$ cat src/rtl/vedic_mul_seq.sv
// Sequential Urdhva-Tiryagbhyam multiplier: one (WIDTH/2)x(WIDTH/2) multiplier reused over four cycles.
// Define VEDIC_SIGNED_EN for two's-complement operands and product (sign-magnitude around the unsigned core).
module vedic_mul_seq #(
    parameter int WIDTH = 32
) (
    input  logic                 clk,
    input  logic                 rst_n,
    input  logic                 start,
    input  logic [WIDTH-1:0]     A,
    input  logic [WIDTH-1:0]     B,
    output logic                 busy,
    output logic                 done,
    output logic [2*WIDTH-1:0]   P,
    output logic [2:0]           dbg_state_o
);
    localparam int H = WIDTH / 2;

    generate
        if ((WIDTH % 2) != 0 || WIDTH < 4) begin : g_bad_width
            $error("vedic_mul_seq: WIDTH must be even and >= 4");
        end
    endgenerate

    // Handshake: start is accepted only while busy=0; done pulses for one cycle with P updated.
    typedef enum logic [2:0] {IDLE, Q0, Q1, Q2, Q3} state_t;

    state_t             state_q, state_d;
    logic [WIDTH-1:0]   ra_q, ra_d, rb_q, rb_d;
    logic [2*WIDTH-1:0] acc_q, acc_d, p_q, p_d;
    logic               done_q, done_d;
    logic               sgn_q, sgn_d;

    logic [H-1:0]       qa, qb;
    logic [WIDTH-1:0]   qprod;
    logic [2*WIDTH-1:0] qext, qterm, sum;
    logic [WIDTH-1:0]   a_mag, b_mag;
    logic               a_sgn;

`ifdef VEDIC_SIGNED_EN
    assign a_mag = A[WIDTH-1] ? -A : A;
    assign b_mag = B[WIDTH-1] ? -B : B;
    assign a_sgn = A[WIDTH-1] ^ B[WIDTH-1];
`else
    assign a_mag = A;
    assign b_mag = B;
    assign a_sgn = 1'b0;
`endif

    // Operand halves steered into the shared quarter multiplier by state.
    always_comb begin
        qa = '0;
        qb = '0;
        case (state_q)
            Q0: begin qa = ra_q[H-1:0];     qb = rb_q[H-1:0];     end
            Q1: begin qa = ra_q[H-1:0];     qb = rb_q[WIDTH-1:H]; end
            Q2: begin qa = ra_q[WIDTH-1:H]; qb = rb_q[H-1:0];     end
            Q3: begin qa = ra_q[WIDTH-1:H]; qb = rb_q[WIDTH-1:H]; end
            default: ;
        endcase
    end

    assign qprod = WIDTH'(qa) * WIDTH'(qb);
    assign qext  = {{WIDTH{1'b0}}, qprod};

    always_comb begin
        qterm = qext;
        case (state_q)
            Q1, Q2:  qterm = qext << H;
            Q3:      qterm = qext << WIDTH;
            default: qterm = qext;
        endcase
    end

    assign sum = acc_q + qterm;

    always_comb begin
        state_d = state_q;
        ra_d    = ra_q;
        rb_d    = rb_q;
        acc_d   = acc_q;
        p_d     = p_q;
        sgn_d   = sgn_q;
        done_d  = 1'b0;
        case (state_q)
            IDLE: begin
                if (start) begin
                    ra_d    = a_mag;
                    rb_d    = b_mag;
                    sgn_d   = a_sgn;
                    acc_d   = '0;
                    state_d = Q0;
                end
            end
            Q0: begin acc_d = sum; state_d = Q1; end
            Q1: begin acc_d = sum; state_d = Q2; end
            Q2: begin acc_d = sum; state_d = Q3; end
            Q3: begin
                p_d     = sgn_q ? -sum : sum;
                done_d  = 1'b1;
                state_d = IDLE;
            end
            default: state_d = IDLE;
        endcase
    end

    always_ff @(posedge clk) begin
        if (!rst_n) begin
            state_q <= IDLE;
            ra_q    <= '0;
            rb_q    <= '0;
            acc_q   <= '0;
            p_q     <= '0;
            sgn_q   <= 1'b0;
            done_q  <= 1'b0;
        end else begin
            state_q <= state_d;
            ra_q    <= ra_d;
            rb_q    <= rb_d;
            acc_q   <= acc_d;
            p_q     <= p_d;
            sgn_q   <= sgn_d;
            done_q  <= done_d;
        end
    end

    assign busy        = (state_q != IDLE);
    assign done        = done_q;
    assign P           = p_q;
    assign dbg_state_o = state_q;
endmodule
$ cat config.mk
export PLATFORM = sky130hd
export DESIGN_NAME = vedic_mul_seq
export DESIGN_NICKNAME = d
export VERILOG_FILES = /design/src/rtl/vedic_mul_seq.sv
export SDC_FILE = /design/constraint.sdc
export NUM_CORES = 1
export LEC_CHECK = 0
export CAP_MARGIN = 20
export CORE_AREA = 4 4 246 248
export DETAILED_ROUTE_END_ITERATION = 16
export DIE_AREA = 0 0 250 252
export PLACE_DENSITY_LB_ADDON = 0.2
export SKIP_LAST_GASP = 1
export SLEW_MARGIN = 20
export SYNTH_ARGS = -nofsm -noshare
export SYNTH_HDL_FRONTEND = slang
export SYNTH_SLANG_ARGS = --single-unit
$ cat constraint.sdc
create_clock -name clk -period 12.8 [get_ports clk]
set_input_delay 3.84 -clock clk [delete_from_list [all_inputs] [get_ports clk]]
set_output_delay 3.84 -clock clk [all_outputs]
set_load 0.01 [all_outputs]
# After elaboration in Yosys (flattened, before gate mapping)
# Index checks and enable logic that the tools add are counted.
# op_classes
add_sub_neg,1
multipliers,1
n_eq_ne,5
muxes,8
n_reduce_logical,11
# ops
op,count
$pmux 64 s2,2
$add 64x64->64,1
$mux 64,1
$pmux 16 s2,2
$mul 16x16->32,1
$pmux 3 s4,1
$reduce_or 2->1,5
$eq 3x2->1 const B,2
$reduce_and 2->1,2
$eq 3x1->1 const B,1
$eq 3x3->1 const B,1
$logic_not 3->1,1
$mux 3,1
$reduce_bool 3->1,1
$reduce_or 3->1,1
$ne 2x2->1 const B,1
$reduce_bool 2->1,1
$mux 1,1
# totals
register_bits,196
in_bits,67
out_inout_bits,69
word_cells,32

# Logic depth before layout (Yosys ltp)
# depth
depth_word,7
depth_mapped,45
ltp_nobuf,41

# Worst setup path after synthesis
# Ideal clock, no wire load.
# synth_timing
path_kind,register -> register
from,reg state_q[2] (netlist: dbg_state_o[2])
to,reg p_q[37] (netlist: P[37])
arrival_time_ps,9899
required_time_ps,12738
slack_ps,2839
path_stages_with_launch,39
path_cell_list,dfxtp_1 -> clkbuf_1 -> clkinv_1 -> nor3_1 -> clkbuf_1 -> nand2_1 -> nand2_1 -> clkbuf_1 -> nand2_1 -> fa_1 -> fa_1 -> inv_1 -> fa_1 -> fa_1 -> fa_1 -> inv_1 -> fa_1 -> inv_1 -> [... 3 more ...] -> a21oi_1 -> o32ai_1 -> a21o_1 -> o31a_1 -> a311o_1 -> a21o_1 -> a21oi_2 -> xor2_1 -> o22ai_1 -> ha_1 -> clkbuf_1 -> nand2_1 -> or4_1 -> o21ai_2 -> a41oi_1 -> o21a_1 -> or4b_1 -> nand3_1
# synth_between
elab_chain_cells,6
elab_cells_between_ends,14
cone_classes,add/sub (1); mul (1); eq/ne (4); mux (3); reduce/logical (5)
# synth_rtl
element,line_no,source
"start, declared",27,"state_t state_q, state_d;"
"start signal, assigned",116,state_q <= state_d;
$eq 3x2->1 (tied with other cells),"53, 67",
$reduce_or 2->1 (no line),n/a,
$pmux 16 s2,53,case (state_q)
$mul 16x16->32,62,assign qprod = WIDTH'(qa) * WIDTH'(qb);
$pmux 64 s2,67,case (state_q)
$add 64x64->64,74,assign sum = acc_q + qterm;
"end signal, assigned",120,p_q <= p_d;
"end, declared",29,"logic [2*WIDTH-1:0] acc_q, acc_d, p_q, p_d;"
# Parallel ways exist; a longest one is shown, timed or not.
# A chain may end at the register's enable or synchronous reset.

# Worst setup path in the final report
# layout_timing
from,reg state_q[2] (netlist: dbg_state_o[2])
to,reg acc_q[62]
# layout_between
elab_chain_cells,7
elab_cells_between_ends,20
cone_classes,add/sub (1); mul (1); eq/ne (5); mux (4); reduce/logical (9)
# layout_rtl
element,line_no,source
$eq 3x2->1 (tied with other cells),"53, 67, 84",
$reduce_or 2->1 (no line),n/a,
$pmux 16 s2,53,
$mul 16x16->32,62,
$pmux 64 s2,67,
$add 64x64->64,74,
$pmux 64 s2,84,case (state_q)
"end signal, assigned",111,acc_q <= '0;
"end signal, assigned",119,acc_q <= acc_d;
"end, declared",29,
# Parallel ways exist; a longest one is shown, timed or not.

==> impl_metrics.yaml <==
synth:
  synth-edff-count: 0
  yosysUniqueCellTypes: 73
  synthArstFlopShare_pct: 0
  ys_warn_count: 0
  post_synth.cell_area_avg_um2: 7.864
  ys_ff_latch: 196
  synth-seq-area-share_pct: 19.32
  netlist_instances: 2583
  syn-num-nets: 3012
  synthFlopType: "dfxtp_1"
  syn-cell-area_um2: 20310
cts:
  cts_buffers: 17
  cts_max_level: 4
  cts.sinks: 196
  cts_tree: "done"
  cts.reportedPaths.clkPinSlew_ns: 0.08
  cts_setup_buffers: 0
  insertion_delay_ns: 0.51
  clock_path_buffers: 2
  ctsHoldBuffers: 0
  root_buffer: "clkbuf_16"
  post_cts_resized: 0
timing:
  clock_skew_ns: 0.01573
  grt_setup_unrepaired: "no"
  worst_slack_ns: 0.6060
  fin_crit_sh_pct: 95.27
  hold_viol: 0
  slew_headroom_pct: 23.24
  slew_viol_final: 0
  finalSetupTns_ns: 0
  tightest_slew_ns: 1.151
  setup-violations-final: 0
  max_freq_mhz: 82.01
  fin_crit_ns: 12.19
floorplan:
  start_util_pct: 34.75
  fp-row-count: 89
  die_w_um: 250
  core_um2: 58460
  die_area_um2: 63000
  boundaryPins: 136
  die_h_um: 252
global_route:
  grt_pass1_wl_mm: 108.9
  grt_max_degree: 94
  grt_antenna_before_repair: 0
  grt_pass1_vias: 18550
  grt_overflow: 0
  grt_usage_pct: 22.00
critical_path:
  ff2ff_setup_slack_ns: 0.61
  r2r_start: "dbg_state_o[2]$_SDFFE_PN0P_"
  crit_path_max_incr_delay_ns: 0.99
  cp.arrival_ns: 12.60
  cp-end-kind: "flop"
  crit_top_cell: "fa_1"
  critPathLaunchType: "flop"
  r2r_cells: 36
  cp.required_ns: 13.20
  slowest_stage: "dfxtp_2"
  cp_max_fo: 53
  worstSetupPathType: "reg2reg"
  reg2reg_to: "acc_q[62]$_SDFFE_PN0P_"
layout:
  final_util_pct: 39.11
  final_common_cell: "nand2_1"
  layout-drive-gt1-share_pct: 3.398
  diodes: 0
  nNetsFinal: 3035
  nFillCells: 6066
  syn_to_final_growth_pct: 12.55
  fin_cells: 3392
  final_cell_mix: "nand2_1, inv_1, nor2_1, dfxtp_1, fa_1"
flow_run:
  maxCapViolCount: 0
power:
  p_sw_mw: 0.4838
  p_per_area_nw_per_um2: 63.76
  ir_drop_uv: 109.4
  power_frac_clock_pct: 37.6
  p_leak_nw: 9.914
  p_comb_share_pct: 18.0
  switching_share_pct: 33.19
  p_seq_share_pct: 44.4
  p_int_mw: 0.9737
drt:
  wirelength_mm: 69.38
  vias: 17980
  antenna_left: 0
  vias_per_cell: 5.300
  drtPass1Iterations: 6
  first_iter_violations: 1113
  wl_per_cell_um: 20.45
  drc_errors: 0
placed_design:
  portBuffers: 135
  dpl.cell_count: 3360
  dp_hpwl_mm: 54.98
  gp_congestion: 0.9367
  post-place-ws_ns: 0.7684
outcome:
  status: "completed"
worst_hold_path:
  hp-start: "acc_q[53]$_SDFFE_PN0P_"
  worstHoldPathCells: 2
  hold_end: "acc_q[53]$_SDFFE_PN0P_"
  hold_path_class: "reg2reg"
worst max path at each step:
stage | start | endpoint | slack, ns
floorplan | dbg_state_o[2]$_SDFFE_PN0P_ | P[37]$_SDFFE_PN0N_ | 2.84
global placement | dbg_state_o[2]$_SDFFE_PN0P_ | acc_q[62]$_SDFFE_PN0P_ | 1.01
detailed placement | dbg_state_o[2]$_SDFFE_PN0P_ | acc_q[62]$_SDFFE_PN0P_ | 0.77
CTS | dbg_state_o[2]$_SDFFE_PN0P_ | acc_q[62]$_SDFFE_PN0P_ | 0.73
global route | dbg_state_o[2]$_SDFFE_PN0P_ | acc_q[62]$_SDFFE_PN0P_ | 0.01
finish | dbg_state_o[2]$_SDFFE_PN0P_ | acc_q[62]$_SDFFE_PN0P_ | 0.61
synthesized netlist by cell type, types with 6 or more instances:
master    number  area share (%)
fa_1         195              19
a22o_1        25             1.1
nor3_1        16            0.39
nand4_1       31            0.95
ha_1         167              10
a22oi_1       30             1.1
a211oi_1       8            0.30
clkbuf_1     141             2.6
xnor2_1       46             2.0
nor2b_1       13            0.40
dfxtp_1      196              19
buf_1         13            0.24
a31oi_1        8            0.25
xor2_1        39             1.7
inv_1        257             4.7
o21ai_0       75             1.8
o211ai_1       6            0.22
and2_1        21            0.65
nand3_1       63             1.6
a21oi_1      122             3.0
o21a_1        31             1.1
and3_1        13            0.40
o22ai_1       26            0.80
o21bai_1      16            0.59
nand2_1      477             8.8
nor2_1       217             4.0
a21boi_0     129             4.8
a21boi_1       9            0.33
a21o_1        69             2.6
nand2b_1       9            0.28
o21ai_1       24            0.59
or2_2          8            0.25
power by group through the flow:
stage	combinational [mW]	sequential, mW	clock [mW]
floorplan	0.156	0.652	0
global route	0.286	0.649	0.584
finish	0.263	0.647	0.548
CTS	0.264	0.646	0.567
global placement	0.260	0.660	0
detailed placement	0.262	0.661	0
critical path: cells and delay by family (launching register included):
kind / cells / cell delay [ns]
flip-flops: 1 / 0.99
buffers and inverters: 5 / 0.99
AND/OR/NAND/NOR: 8 / 1.60
adder cells (fa/ha/maj): 8 / 3.98
XOR/XNOR: 2 / 0.66
AO/OA/AOI/OAI: 13 / 3.82
cells by family (layout without fill, tap and decap cells):
kind of cell	count (synthesis)	after routing	share of synthesized area, %
simple gates	886	886	18.34
compound gates	637	637	21.37
buf+inv	414	450	7.662
fa+ha+maj	362	362	29.50
flops	196	196	19.32
xor+xnor	85	85	3.665
mux	3	3	0.1478
metal layers:
layer | vias to the layer above | global-route usage [%] | routed length, um | share of wire [%]
met2 | 513 | 37.32 | 32960 | 48
met4 | 0 | 7.624 | 2193 | 3.2
li1 | 8637 | - | - | -
met5 | - | 0 | 0 | 0
met1 | 8723 | 28.85 | 31200 | 45
met3 | 105 | 3.237 | 3024 | 4.4
final cells by class:
class | count | area (um^2) | area share, %
Clock inverter | 12 | 110.1 | 0.4816
Timing Repair Buffer | 160 | 1549 | 6.775
Clock buffer | 20 | 456.7 | 1.998
Inverter | 258 | 968.4 | 4.236
Sequential cell | 196 | 3925 | 17.17
Tap cell | 773 | 967.2 | 4.231
Multi-Input combinational cell | 1973 | 14890 | 65.11
sequential cells by signal, indices dropped and copies added (netlist names):
name,count
P,64
acc_q,64
done,1
rb_q,32
ra_q,32
dbg_state_o,3
per-stage QoR:
step	instance area, um^2	hold slack (ns)	power [mW]
after floorplan	20310	0.4315	0.8076
after global placement	22280	0.4418	0.9204
after detailed placement	22290	0.4486	0.9227
after CTS	22850	0.4619	1.478
after global routing	22860	0.4855	1.519
final	22860	0.4584	1.458
Note: power is estimated with default switching activity, not from simulation.
